`src/rtl/uart_pkt_defs.sv`:
```
// Shared constants for the UART packet parser: header bytes, error causes,
// parser state encodings and the buffer address-width helper.
package uart_pkt_defs;

  localparam logic [7:0] HDR0 = 8'h55;
  localparam logic [7:0] HDR1 = 8'hAA;

  typedef enum logic [1:0] {
    ERR_LEN     = 2'd0,
    ERR_CHK     = 2'd1,
    ERR_TIMEOUT = 2'd2,
    ERR_OVERRUN = 2'd3
  } err_code_e;

  typedef enum logic [2:0] {
    ST_H0  = 3'd0,
    ST_H1  = 3'd1,
    ST_LEN = 3'd2,
    ST_PAY = 3'd3,
    ST_CHK = 3'd4
  } pkt_state_e;

  // A one-entry buffer still needs a one-bit address port.
  function automatic int unsigned addr_w(input int unsigned depth);
    return (depth > 1) ? $clog2(depth) : 1;
  endfunction

endpackage

```
`src/rtl/pkt_buf_ram.sv`:
```
// Payload buffer: single write port, registered read port (1-cycle latency).
// Only the read register is reset; the array itself maps onto block RAM.
module pkt_buf_ram #(
  parameter int unsigned AW = 6
) (
  input  logic          clk_100M,
  input  logic          rst_n,
  input  logic          we,
  input  logic [AW-1:0] waddr,
  input  logic [7:0]    wdata,
  input  logic [AW-1:0] raddr,
  output logic [7:0]    rdata
);

  logic [7:0] mem [2**AW];

  always_ff @(posedge clk_100M) begin
    if (we)
      mem[waddr] <= wdata;
  end

  always_ff @(posedge clk_100M or negedge rst_n) begin
    if (!rst_n)
      rdata <= '0;
    else
      rdata <= mem[raddr];
  end

endmodule

```
`src/rtl/uart_pkt_parser.sv`:
```
// Frame parser behind the UART byte receiver: 55 AA LEN payload CHK.
// A validated payload is held in pkt_buf_ram until the host acknowledges it.
module uart_pkt_parser
  import uart_pkt_defs::*;
#(
  parameter int unsigned MAX_LEN        = 64,
  parameter logic [31:0] TIMEOUT_CYCLES = 32'd10_000
) (
  input  logic                       clk_100M,
  input  logic                       rst_n,
  input  logic [7:0]                 rx_byte,
  input  logic                       rx_irq,
  output logic                       pkt_valid,
  output logic [7:0]                 pkt_len,
  input  logic                       pkt_ack,
  input  logic [addr_w(MAX_LEN)-1:0] rd_addr,
  output logic [7:0]                 rd_data,
  output logic                       err,
  output logic [1:0]                 err_code,
  output logic [15:0]                drop_cnt
);

  localparam int unsigned AW        = addr_w(MAX_LEN);
  localparam logic [7:0]  MAX_LEN_B = 8'(MAX_LEN);

  pkt_state_e  state_reg;
  logic        rx_irq_d;
  logic [7:0]  len_reg;
  logic [7:0]  sum_reg;
  logic [7:0]  idx_reg;
  logic [31:0] tmo_cnt_reg;
  logic        stb;
  logic        held;
  logic        timeout;
  logic        wr_en;

  assign stb     = rx_irq & ~rx_irq_d;
  // An ack in this cycle frees the buffer for a header arriving in the same cycle.
  assign held    = pkt_valid & ~pkt_ack;
  assign timeout = (state_reg != ST_H0) && !stb && (tmo_cnt_reg == TIMEOUT_CYCLES - 32'd1);
  assign wr_en   = stb && (state_reg == ST_PAY);

  pkt_buf_ram #(
    .AW(AW)
  ) u_buf (
    .clk_100M (clk_100M),
    .rst_n    (rst_n),
    .we       (wr_en),
    .waddr    (idx_reg[AW-1:0]),
    .wdata    (rx_byte),
    .raddr    (rd_addr),
    .rdata    (rd_data)
  );

  always_ff @(posedge clk_100M or negedge rst_n) begin
    if (!rst_n) begin
      state_reg   <= ST_H0;
      rx_irq_d    <= 1'b0;
      len_reg     <= '0;
      sum_reg     <= '0;
      idx_reg     <= '0;
      tmo_cnt_reg <= '0;
      pkt_valid   <= 1'b0;
      pkt_len     <= '0;
      err         <= 1'b0;
      err_code    <= '0;
      drop_cnt    <= '0;
    end else begin
      rx_irq_d <= rx_irq;
      err      <= 1'b0;
      if (pkt_valid && pkt_ack)
        pkt_valid <= 1'b0;
      if (stb || state_reg == ST_H0)
        tmo_cnt_reg <= '0;
      else
        tmo_cnt_reg <= tmo_cnt_reg + 32'd1;

      // A strobe in the same cycle suppresses the timeout, so at most one error fires.
      if (timeout) begin
        state_reg <= ST_H0;
        err       <= 1'b1;
        err_code  <= ERR_TIMEOUT;
      end else if (stb) begin
        case (state_reg)
          ST_H0: begin
            if (held) begin
              if (drop_cnt != 16'hFFFF)
                drop_cnt <= drop_cnt + 16'd1;
              if (rx_byte == HDR0) begin
                err      <= 1'b1;
                err_code <= ERR_OVERRUN;
              end
            end else if (rx_byte == HDR0) begin
              state_reg <= ST_H1;
            end
          end
          ST_H1: begin
            if (rx_byte == HDR1)
              state_reg <= ST_LEN;
            else if (rx_byte != HDR0)
              state_reg <= ST_H0;
          end
          ST_LEN: begin
            if (rx_byte == 8'd0 || rx_byte > MAX_LEN_B) begin
              state_reg <= ST_H0;
              err       <= 1'b1;
              err_code  <= ERR_LEN;
            end else begin
              len_reg   <= rx_byte;
              sum_reg   <= rx_byte;
              idx_reg   <= '0;
              state_reg <= ST_PAY;
            end
          end
          ST_PAY: begin
            sum_reg <= sum_reg + rx_byte;
            idx_reg <= idx_reg + 8'd1;
            if (idx_reg == len_reg - 8'd1)
              state_reg <= ST_CHK;
          end
          ST_CHK: begin
            state_reg <= ST_H0;
            if (rx_byte == sum_reg) begin
              pkt_valid <= 1'b1;
              pkt_len   <= len_reg;
            end else begin
              err      <= 1'b1;
              err_code <= ERR_CHK;
            end
          end
          default: state_reg <= ST_H0;
        endcase
      end
    end
  end

endmodule

```
`config.mk`:
```
export PLATFORM = sky130hd
export DESIGN_NAME = uart_pkt_parser
export DESIGN_NICKNAME = d
export VERILOG_FILES = /design/src/rtl/uart_pkt_defs.sv /design/src/rtl/pkt_buf_ram.sv /design/src/rtl/uart_pkt_parser.sv
export SDC_FILE = /design/constraint.sdc
export NUM_CORES = 1
export LEC_CHECK = 0
export CORE_MARGIN = 2
export CORE_UTILIZATION = 45
export CTS_CLUSTER_DIAMETER = 200
export DETAILED_ROUTE_END_ITERATION = 7
export GPL_ROUTABILITY_DRIVEN = 0
export PLACE_DENSITY = 0.64
export SKIP_LAST_GASP = 1
export SLEW_MARGIN = 20
export SYNTH_ARGS = -nofsm -noshare
export SYNTH_HDL_FRONTEND = slang
export SYNTH_SLANG_ARGS = --single-unit
```
`constraint.sdc`:
```
create_clock -name clk_100M -period 3.26 [get_ports clk_100M]
set_input_delay 0.652 -clock clk_100M [delete_from_list [all_inputs] [get_ports clk_100M]]
set_output_delay 0.652 -clock clk_100M [all_outputs]
set_load 0.02 [all_outputs]
```
# Yosys cells after proc, flatten, opt, wreduce, memory -nomap -nowiden
# Memory sizes are Yosys's and may differ from the RTL's. A register that Yosys moved wholly into a read port is not among the register bits.
# Cells that the tools add are included.
dict set report totals {
  register_bits 88
  mem_bits_rw 512
  inputBits 18
  output_inout_bits 36
  word_cells 98
  mem_count 1
}
# name depth width rd rd_clocked_by_memory_dff wr line_no
set memory_table {}
lappend memory_table {u_buf.mem 64 8 1 1 1 pkt_buf_ram.sv:15} ;# logic [7:0] mem [2**AW];
dict set report op_classes {
  add_sub_neg 5
  order_cmp 1
  n_eq_ne 19
  mux 35
  bitwise 6
  n_reduce_logical 20
}
# op n
set ops {}
lappend ops {{32-bit by 1-bit adder with 32-bit output (second input constant)} 1}
lappend ops {{32-bit by 14-bit equality test with 1-bit output (second input constant)} 1}
lappend ops {{32-bit two-way mux} 1}
lappend ops {{8-bit one-hot mux with 2 select lines} 2}
lappend ops {{3-bit two-way mux} 7}
lappend ops {{16-bit by 1-bit adder with 16-bit output (second input constant)} 1}
lappend ops {{8-bit equality test} 2}
lappend ops {{8-bit two-way mux} 2}
lappend ops {{16-bit != test (second input constant)} 1}
lappend ops {{2-bit two-way mux} 7}
lappend ops {{1-bit two-way mux} 13}
lappend ops {{3-bit != test (second input constant)} 4}
lappend ops {{3-bit one-hot mux with 4 select lines} 1}
lappend ops {{4-bit AND reduction} 3}
lappend ops {{5-bit AND reduction} 2}
lappend ops {{8-bit by 1-bit adder with 8-bit output (second input constant)} 1}
lappend ops {{8-bit adder} 1}
lappend ops {{8-bit by 7-bit equality test with 1-bit output (second input constant)} 1}
lappend ops {{8-bit equality test (second input constant)} 1}
lappend ops {{8-bit by 7-bit greater-than comparator with 1-bit output (second input constant)} 1}
lappend ops {{8-bit logical NOT} 1}
lappend ops {{8-bit by 7-bit != test with 1-bit output (second input constant)} 1}
lappend ops {{8-bit by 1-bit subtractor with 8-bit output (second input constant)} 1}
lappend ops {{3-bit by 2-bit equality test with 1-bit output (second input constant)} 2}
lappend ops {{17 further kinds} 28}

# Longest topological paths before layout
# Gate-level depths: netlist of run 1.
dict set report depth {
  word_depth 7
  ltp_mapped 9
  mapped_depth_nobuf 9
}

# Modules after synthesis
# A second synthesis of run 1 with hierarchy kept.
dict set report hier_totals {
  cells_unflattened 1418
  hier_area_um2 24913.9
}
# module n_inst cells_per_inst area_per_inst_um2 seq_area_each_um2
set by_module_without_submodules {}
lappend by_module_without_submodules {pkt_buf_ram 1 942 20211.9 15574.9}
lappend by_module_without_submodules {uart_pkt_parser 1 476 4702.0 2202.1}

# Least setup slack after synthesis of run 1
# OpenSTA, ideal clock, no wires.
dict set report synth_path {
  path_kind {input to register}
  startpoint {in rd_addr[0]}
  endpoint {reg u_buf.rdata[0] (read register of u_buf.mem)}
  setup_time_ns 0.121
  t_arrival_ns 2.385
  t_required_ns 3.139
  setup_slack_ns 0.755
  cell_stages 6
  n_path_buf 2
  cell_sequence {buf_2 buf_2 mux4_2 mux4_2 o22ai_1 nor2_1}
}
# element line_no
set synth_lines {}
lappend synth_lines {{from (decl)} uart_pkt_parser.sv:16} ;# input logic [addr_w(MAX_LEN)-1:0] rd_addr,
lappend synth_lines {{to (decl)} pkt_buf_ram.sv:12} ;# output logic [7:0] rdata

# Worst setup path in the final report of run 1
dict set report layout_path {
  startpoint {reg state_reg[1]}
  endpoint {mem u_buf.mem[21][6], enable pin}
}
dict set report layout_between {
  elab_chain_cells 4
}
# element line_no
set layout_lines {}
lappend layout_lines {{from (decl)} uart_pkt_parser.sv:26} ;# pkt_state_e state_reg;
lappend layout_lines {{from (signal assigned)} uart_pkt_parser.sv:57} ;# state_reg <= ST_H0;
lappend layout_lines {{from (signal assigned)} uart_pkt_parser.sv:80} ;# state_reg <= ST_H0;
lappend layout_lines {{from (signal assigned)} uart_pkt_parser.sv:94} ;# state_reg <= ST_H1;
lappend layout_lines {{3-bit by 2-bit equality test with 1-bit output} uart_pkt_parser.sv:41} ;# assign wr_en = stb && (state_reg == ST_PAY);
lappend layout_lines {{1-bit logical AND} uart_pkt_parser.sv:41}
lappend layout_lines {{1-bit two-way mux} pkt_buf_ram.sv:18} ;# if (we)
lappend layout_lines {{1-bit two-way mux (not written as such)} pkt_buf_ram.sv:19} ;# mem[waddr] <= wdata;
lappend layout_lines {{to (decl)} pkt_buf_ram.sv:15}
# No other way between the ends.

==> results of run 1 <==
## report_power, final
part	total (µW)	switching, µW	leakage, µW	internal (µW)
logic	928	549	0.00287	379
registers	8510	40.1	0.00589	8470
clock network	6850	2860	0.000967	3990
total	16300	3450	0.00973	12800
## Yosys cell counts, types with 4 or more instances
| library cell | count | share of area (%) |
|---|---|---|
| dfrtp_1 | 96 | 9.7 |
| or2_2 | 5 | 0.13 |
| nor2b_1 | 10 | 0.25 |
| buf_1 | 7 | 0.11 |
| nor2_1 | 127 | 1.9 |
| or3_1 | 11 | 0.28 |
| nand4_1 | 16 | 0.41 |
| edfxtp_1 | 512 | 62 |
| nor4_1 | 11 | 0.28 |
| and3_1 | 9 | 0.23 |
| buf_2 | 19 | 0.39 |
| o22ai_1 | 17 | 0.43 |
| nand2b_1 | 6 | 0.15 |
| o21ai_0 | 23 | 0.47 |
| and2_1 | 4 | 0.10 |
| xor2_1 | 28 | 0.99 |
| nor3_1 | 15 | 0.30 |
| nand3_1 | 27 | 0.55 |
| inv_1 | 11 | 0.17 |
| ha_1 | 11 | 0.56 |
| and4_1 | 4 | 0.14 |
| clkbuf_1 | 34 | 0.52 |
| nand2_1 | 50 | 0.76 |
| mux4_2 | 160 | 15 |
| or4_1 | 5 | 0.15 |
| mux2_2 | 15 | 0.68 |
| a21oi_1 | 15 | 0.30 |
| a21o_1 | 4 | 0.12 |
| xnor2_1 | 25 | 0.89 |
| o211ai_1 | 4 | 0.12 |
## how the worst min path moves through the flow
stage / from / endpoint / slack [ns] / depth (start not counted)
final: rx_byte[4] / u_buf.mem[6][4] / 0.46 / 1
after global routing: rx_byte[4] / u_buf.mem[6][4] / 0.43 / 1
after CTS: rx_byte[4] / u_buf.mem[6][4] / 0.42 / 1
after detailed placement: tmo_cnt_reg[0] / tmo_cnt_reg[0] / 0.46 / 1
after global placement: tmo_cnt_reg[0] / tmo_cnt_reg[0] / 0.44 / 1
after floorplan: rst_n / drop_cnt[0] / 0.36 / 0
## layer usage
metal / part of all wire (%) / vias up / GRT usage, % / wire length [µm]
li1: - / 5674 / - / -
met1: 44 / 6779 / 29.7 / 24400
met2: 47 / 421 / 31.3 / 26100
met3: 6.4 / 79 / 4.01 / 3530
met4: 2.1 / 0 / 4.81 / 1180
met5: 0 / - / 0 / 0
## metrics by stage
| step | cells | setup slack [ns] | power, µW |
|---|---|---|---|
| 2_1_floorplan | 1330 | 0.755 | 9170 |
| 4_1_cts | 2247 | 0.575 | 16400 |
| 6_report | 2247 | 0.518 | 16300 |
| 3_5_place_dp | 2134 | 0.184 | 9610 |
| 5_1_grt | 2247 | 0.382 | 16800 |
| 3_3_place_gp | 2134 | 0.195 | 9600 |
## layout make-up
| class | count | area share (%) |
|---|---|---|
| sequential | 608 | 61.7 |
| multi-input combinational | 646 | 22.8 |
| clock buffer | 74 | 5.64 |
| timing repair buffer | 174 | 5.41 |
| tap | 696 | 3.02 |
| clock inverter | 38 | 1.20 |
| inverter | 11 | 0.143 |
## logic make-up (layout without fill, tap and decap cells)
family,after synthesis,count (layout),share of synthesized area (%)
adders and majority gates,12,12,0.639
DFF,608,608,72.0
and+or+nand+nor,319,319,6.47
xor gates and xnor gates,53,53,1.88
muxes,179,179,15.5
buffers and inverters,76,297,1.36
AOI/OAI and AO/OA,83,83,2.16
==> results_dict.tcl, run 1 <==
set metrics [dict create \
    start_util_pct 45.7 \
    dpl_cell_area_mm2 0.0268 \
    cts.clk_slew.worst_paths_ns 0.06 \
    crit_arrival_ns 3.07 \
    cts_buffer_depth 3 \
    final-setup-viol-count 0 \
    port_buffers 53 \
    worst_pin_slew_ns 0.754 \
    ff2ff_path_depth 8 \
    io_pins 54 \
    start_kind "flip-flop" \
    final_core_util_pct 53.3 \
    hold_path_class "input port to flip-flop" \
    die_y_um 238 \
    skew_ns 0.0319 \
    grt_antenna_before_repair 5 \
    hold_viol 0 \
    synth_seq_area_share_pct 72.0 \
    r2r_end "u_buf.mem[21][6]" \
    max_stage_delay_ns 0.52 \
    numCtsBuffers 60 \
    area_growth_pct 16.7 \
    drtIter0Drc 1176 \
    cts_max_level 2 \
    diodes 0 \
    fmax_mhz 365 \
    grt_setup_unrepaired "false" \
    drc 0 \
    cts_setup_buffers 0 \
    crit_path_end_kind "flip-flop" \
    vias_per_cell 5.76 \
    period_minus_slack_ns 2.74 \
    core-area_mm2 0.0540 \
    critPathKind "flip-flop to flip-flop" \
    r2r_slack_ns 0.52 \
    fin_nets 1531 \
    cts_hold_buf 1 \
    grt_pass1_wl_um 84600 \
    p_leak_uw 0.00973 \
    cts.repair.resized 0 \
    syn_area_mm2 0.0247 \
    ys_types 62 \
    final_common_cell "edfxtp_1" \
    worst_ep_required_time_ns 3.59 \
    largest_register_ffs 512 \
    fin_crit_sh_pct 84.1 \
    crit_path_frequent_cell "buf_4" \
    multiInputGateArea_mm2 0.00658 \
    postLayoutCellArea_mm2 0.0288 \
    final-seq-area_mm2 0.0178 \
    grt_max_degree 73 \
    grtUsageTotal_pct 20.2 \
    grt_pass1_vias 13100 \
    clock_latency_ns 0.63 \
    r2r-start "state_reg[1]" \
    routed_wl_um 55200 \
    clock-sinks 608 \
    syn-num-nets 1360 \
    ys.flop_type "edfxtp_1" \
    cts_tree "done" \
    syn_area_per_cell_um2 18.6 \
    synth_edf_count 512 \
    fp-row-count 85 \
    drive_gt1_share_pct 26.8 \
    die_area_mm2 0.0567 \
    crit_buf_inv 3 \
    wl_per_cell_um 24.6 \
    ant_nets 0 \
    yosys_warnings 0 \
    hpwl_um 35100 \
    maxCapViolations 0 \
    async_flop_share_pct 15.8 \
    fillCellCount 4239 \
    crit_end "u_buf.mem[21][6]" \
    setup_tns_ns 0 \
    critPathTopFamily "simple AND/OR/NAND/NOR gates" \
    ys_seq_elements 608 \
    vdd_drop_max_uv 382 \
    drv_slew 0 \
    synthesis.instances 1330 \
    drtPass1Iterations 7 \
    die_w_um 238 \
    cts_root_buf "clkbuf_16" \
    cpMaxStageDelayCell "dfrtp_1" \
    layout_common_cells "edfxtp_1 (512), mux4_2 (160), nor2_1 (127)" \
    path_max_fanout 15 \
    hold_slack_ns 0.459 \
    cp.depth 8 \
    path_cells "nor2b_1, nand2_1, buf_4, nor2_1, nand3_1, buf_4, nor2_1, buf_4" \
    vias 13000 \
    outcome "complete, no violations" \
    power_density_mw_per_mm2 566 \
    crit_start "state_reg[1]" \
    maxSlewHeadroom_pct 49.7 \
    gr-total-overflow 0 \
]
Note: power is estimated with default switching activity, not from simulation.
==> run 2: changes to the inputs <==
Clock period 3.26 ns to 2.6 ns, I/O delays scaled along.
==> run 2 against run 1 <==
Compared with the run above:
- sequential power up 26%
- first-iteration DRC count up 9.2%
- via count up 1.2%
- design area up 1.2%
- sequential cell count unchanged
- clock skew down 0.011 ns
- total power up 28%
- critical path type unchanged
- largest power group unchanged
==> results_dict.tcl, run 2 (same netlist as run 1, synthesis figures left out) <==
set metrics [dict create \
    vias_per_cell 5.75 \
    min_to "u_buf.mem[7][2]" \
    layout_common_cells "edfxtp_1 (512), mux4_2 (160), buf_4 (143)" \
    worst_ep_required_time_ns 3.14 \
    die_area_mm2 0.0567 \
    r2r_slack_ns 0.30 \
    area_growth_pct 18.1 \
    vdd_drop_max_uv 594 \
    path_cells "and4_1, nand3_1, and2b_1, nand4b_1, or3_1, a21oi_1" \
    skew_ns 0.0210 \
    maxCapViolations 0 \
    final_core_util_pct 53.9 \
    drive_gt1_share_pct 28.1 \
    fp-row-count 85 \
    cts_setup_buffers 0 \
    die_w_um 238 \
    port_buffers 53 \
    clock-sinks 608 \
    outcome "complete, no violations" \
    start_util_pct 45.7 \
    grt_max_degree 68 \
    fmax_mhz 435 \
    grtUsageTotal_pct 20.2 \
    use_met1_pct 28.9 \
    drc 0 \
    wl_per_cell_um 24.4 \
    final_common_cell "edfxtp_1" \
    fin_nets 1566 \
    hold_depth 1 \
    top_usage_layer "met2" \
    dpl_cell_area_mm2 0.0271 \
    io_pins 54 \
    hpwl_um 36100 \
    maxSlewHeadroom_pct 48.4 \
    critPathKind "flip-flop to flip-flop" \
    path_max_fanout 9 \
    vias 13100 \
    cts_tree "done" \
    drtPass1Iterations 5 \
    ant_nets 0 \
    clock_latency_ns 0.62 \
    cts.repair.resized 0 \
    grt_setup_unrepaired "false" \
    cts_max_level 2 \
    drv_slew 0 \
    cpMaxStageDelayCell "dfrtp_1" \
    crit_arrival_ns 2.84 \
    r2r_end "tmo_cnt_reg[31]" \
    core-area_mm2 0.0540 \
    grt_antenna_before_repair 3 \
    min_from "rx_byte[2]" \
    gr-total-overflow 0 \
    final-setup-viol-count 0 \
    hold_viol 0 \
    cts_root_buf "clkbuf_16" \
    ff2ff_path_depth 6 \
    p_leak_uw 0.00992 \
    power_density_mw_per_mm2 716 \
    period_minus_slack_ns 2.30 \
    start_kind "flip-flop" \
    hold_slack_ns 0.292 \
    max_stage_delay_ns 0.46 \
    die_y_um 238 \
    drtIter0Drc 1284 \
    cts_buffer_depth 3 \
    crit_start "tmo_cnt_reg[4]" \
    routed_wl_um 55700 \
    r2r-start "tmo_cnt_reg[4]" \
    grt_pass1_vias 13300 \
    cts.clk_slew.worst_paths_ns 0.07 \
    grt_use_met3_pct 4.36 \
    worst_pin_slew_ns 0.774 \
    crit_path_end_kind "flip-flop" \
    grtUsageMet2_pct 31.8 \
    fin_crit_sh_pct 88.5 \
    hold_path_class "input port to flip-flop" \
    numCtsBuffers 61 \
    postLayoutCellArea_mm2 0.0291 \
    grt_pass1_wl_um 84700 \
    largest_register_ffs 512 \
]
==> run 2: cell count changes in the layout (fill, tap and decap cells not counted), sizes merged <==
cell      before  now
clkinvlp       3    5
clkinv        28   25
buf          131  165
inv           12   13
diode          0    1
bufinv         6   10
clkbuf        75   71
==> run 2: final cells by class <==
type,instances,area [µm²]
fill,4221,24900
sequential,608,17800
multi-input combinational,646,6580
timing repair buffer,208,1810
clock buffer,70,1580
tap,696,871
clock inverter,42,478
inverter,11,41.3
antenna,1,2.50
==> run 2: worst max-delay path, delay by kind of cell, from the launching register on <==
family | cells | cell delay, ns
AOI/OAI and AO/OA | 1 | 0.15
and+or+nand+nor | 5 | 1.61
DFF | 1 | 0.46
==> run 2: per-layer routing <==
layer	up-vias	routed length, µm	part of all wire, %
met4	2	1230	2.2
met5	-	8	0.014
met2	422	26300	47
met3	83	3950	7.1
li1	5749	-	-
met1	6858	24200	43
==> run 2: power by group <==
part	leakage (µW)	internal, µW	switching (µW)
Sequential	0.00589	10600	70.7
Combinational	0.00305	490	668
Clock	0.000986	5340	3670
Total	0.00992	16500	4410
==> run 2: stage by stage <==
stage	setup WS (ns)	total power (µW)	std cells	TNS, ns
floorplan	0.138	11500	1330	0
global placement	-0.126	12100	2168	-0.383
detailed placement	-0.126	12100	2168	-0.641
CTS	0.288	21000	2281	0
global route	0.0979	21500	2281	0
finish	0.299	20900	2282	0
==> run 2: worst max-delay path by stage <==
stage	end	slack [ns]	cells past startpoint
finish	tmo_cnt_reg[31]	0.30	6
global route	tmo_cnt_reg[25]	0.1	6
CTS	tmo_cnt_reg[31]	0.29	6
detailed placement	u_buf.rdata[3]	-0.13	7
global placement	u_buf.rdata[3]	-0.13	7
floorplan	u_buf.mem[62][0]	0.14	7
==> run 2: timing repair <==
action,in CTS,in global routing
endpoints found under the hold margin,46,0
hold buffers,1,0
endpoints found under the setup margin,0,0
==> run 3: changes to the inputs <==
Settings changed: CORE_UTILIZATION 45 to 62, PLACE_DENSITY 0.64 to 0.83, SETUP_SLACK_MARGIN from default to 0.05.
==> run 3 against run 2 <==
Compared with the run above:
- global-route usage grew 9.6 points
- hold slack lost 0.027 ns
- clock power shrank 3.9%
- highest routed layer unchanged
- sequential share of layout area grew 0.61 points
- combinational power grew 3%
- largest cell class unchanged
==> results_dict.tcl, run 3 (same netlist as run 1, synthesis figures left out) <==
set metrics [dict create \
    crit_path_end_kind "flip-flop" \
    gr-total-overflow 0 \
    multiInputGateArea_mm2 0.00658 \
    die_w_um 204 \
    drv_slew 0 \
    cts_max_level 2 \
    routed.top_layer "met5" \
    cts.clk_slew.worst_paths_ns 0.06 \
    routed_wl_um 59500 \
    io_pins 54 \
    clock_latency_ns 0.61 \
    final-setup-viol-count 0 \
    worst_pin_slew_ns 0.781 \
    fillCellCount 2157 \
    cts_tree "done" \
    vdd_drop_max_uv 559 \
    grt_antenna_before_repair 5 \
    route.met2.wl_um 30500 \
    die_y_um 204 \
    final-seq-area_mm2 0.0178 \
    p_leak_uw 0.00991 \
    grt_max_degree 68 \
    fin_crit_sh_pct 90.6 \
    worst_ep_required_time_ns 2.91 \
    skew_ns 0.0325 \
    setup_tns_ns 0 \
    area_growth_pct 16.9 \
    fin_ws_ns 0.246 \
    die_area_mm2 0.0414 \
    core-area_mm2 0.0395 \
    wl_met1_um 21500 \
    grtUsageTotal_pct 29.8 \
    vias 13900 \
    fp-row-count 73 \
    drtPass1Iterations 5 \
    port_buffers 53 \
    final_core_util_pct 73.0 \
    final_common_cell "edfxtp_1" \
    largest_register_ffs 512 \
    fin_nets 1562 \
    period_minus_slack_ns 2.35 \
    critPathKind "flip-flop to flip-flop" \
    place_ws_ns -0.142 \
    grt_pass1_vias 14300 \
    hpwl_um 36300 \
    wl_met3_um 5250 \
    outcome "complete, no violations" \
    ant_nets 0 \
    path_max_fanout 8 \
    hold_viol 0 \
    layout_common_cells "edfxtp_1 (512), mux4_2 (160), buf_4 (140)" \
    vias_per_cell 6.59 \
    cts_buffer_depth 3 \
    hold_path_class "input port to flip-flop" \
    grt_setup_unrepaired "false" \
    drive_gt1_share_pct 28.2 \
    cts.repair.resized 0 \
    start_kind "flip-flop" \
    drtIter0Drc 1646 \
    wl_per_cell_um 28.2 \
    start_util_pct 62.4 \
    power_density_mw_per_mm2 711 \
    maxCapViolations 0 \
    numCtsBuffers 58 \
    cts_root_buf "clkbuf_16" \
    maxSlewHeadroom_pct 47.9 \
    fmax_mhz 425 \
    drc 0 \
    crit_arrival_ns 2.67 \
    clock-sinks 608 \
    grt_pass1_wl_um 90000 \
]
-- run 3: cell types whose count changed in the layout (fill, tap and decap cells not counted), moves of 3 or more --
cell / delta
clkbuf_8: +9
clkinv_1: -6
clkinvlp_4: -4
buf_4: -3
bufinv_16: -3
clkbuf_16: -3
clkinv_2: +3
-- run 3: per-stage QoR --
step	area [µm²]	hold WS, ns	instances	total power, µW
finish	28900	0.265	2108	20500
global route	28900	0.262	2106	21000
CTS	28800	0.247	2105	20600
detailed placement	26900	0.455	1996	12100
global placement	26900	0.446	1996	12000
floorplan	24700	0.224	1330	11500
-- run 3: what timing repair did --
item | CTS | global route
endpoints found under the hold margin | 43 | 0
setup buffers | 0 | 0
hold buffers | 1 | 0
-- run 3: worst paths after layout --
path	from	end	slack [ns]	depth (start not counted)
setup / recovery	state_reg[2]	u_buf.mem[46][2]	0.25	9
hold / removal	rx_byte[5]	len_reg[5]	0.26	2
setup reg to reg	state_reg[2]	u_buf.mem[46][2]	0.25	9
hold reg to reg	tmo_cnt_reg[0]	tmo_cnt_reg[0]	0.46	1
max in group asynchronous	rst_n	tmo_cnt_reg[18]	1.33	3
min in group asynchronous	rst_n	drop_cnt[12]	0.53	2
-- run 3: critical path: stages (launching register included) --
cell,delay (ns)
dfrtp_1,0.39
nor2b_1,0.29
nand2_1,0.12
or2_2,0.32
nor2_1,0.09
buf_4,0.15
nand3_1,0.11
buf_4,0.21
nor2_1,0.17
buf_4,0.22
-- run 3: area by class of cell --
cell class | count | share of cell area, %
flip-flops and latches | 608 | 61.6
multi-input cells | 646 | 22.8
repair buffers | 207 | 6.34
clock buffers | 78 | 5.68
well taps | 525 | 2.28
clock inverters | 30 | 1.13
inverters | 11 | 0.143
diodes | 3 | 0.0260
-- run 3: power by group --
| part | total [µW] | switching (µW) | leakage (µW) | internal, µW |
|---|---|---|---|---|
| sequential | 10700 | 52.4 | 0.00589 | 10600 |
| combinational | 1200 | 706 | 0.00306 | 493 |
| clock | 8660 | 3560 | 0.000965 | 5100 |
-- run 3: per-layer routing --
metal	up-vias	GRT usage, %
met5	-	0
met4	2	11.4
met3	145	5.21
met2	836	50.6
met1	7173	39.3
li1	5726	-
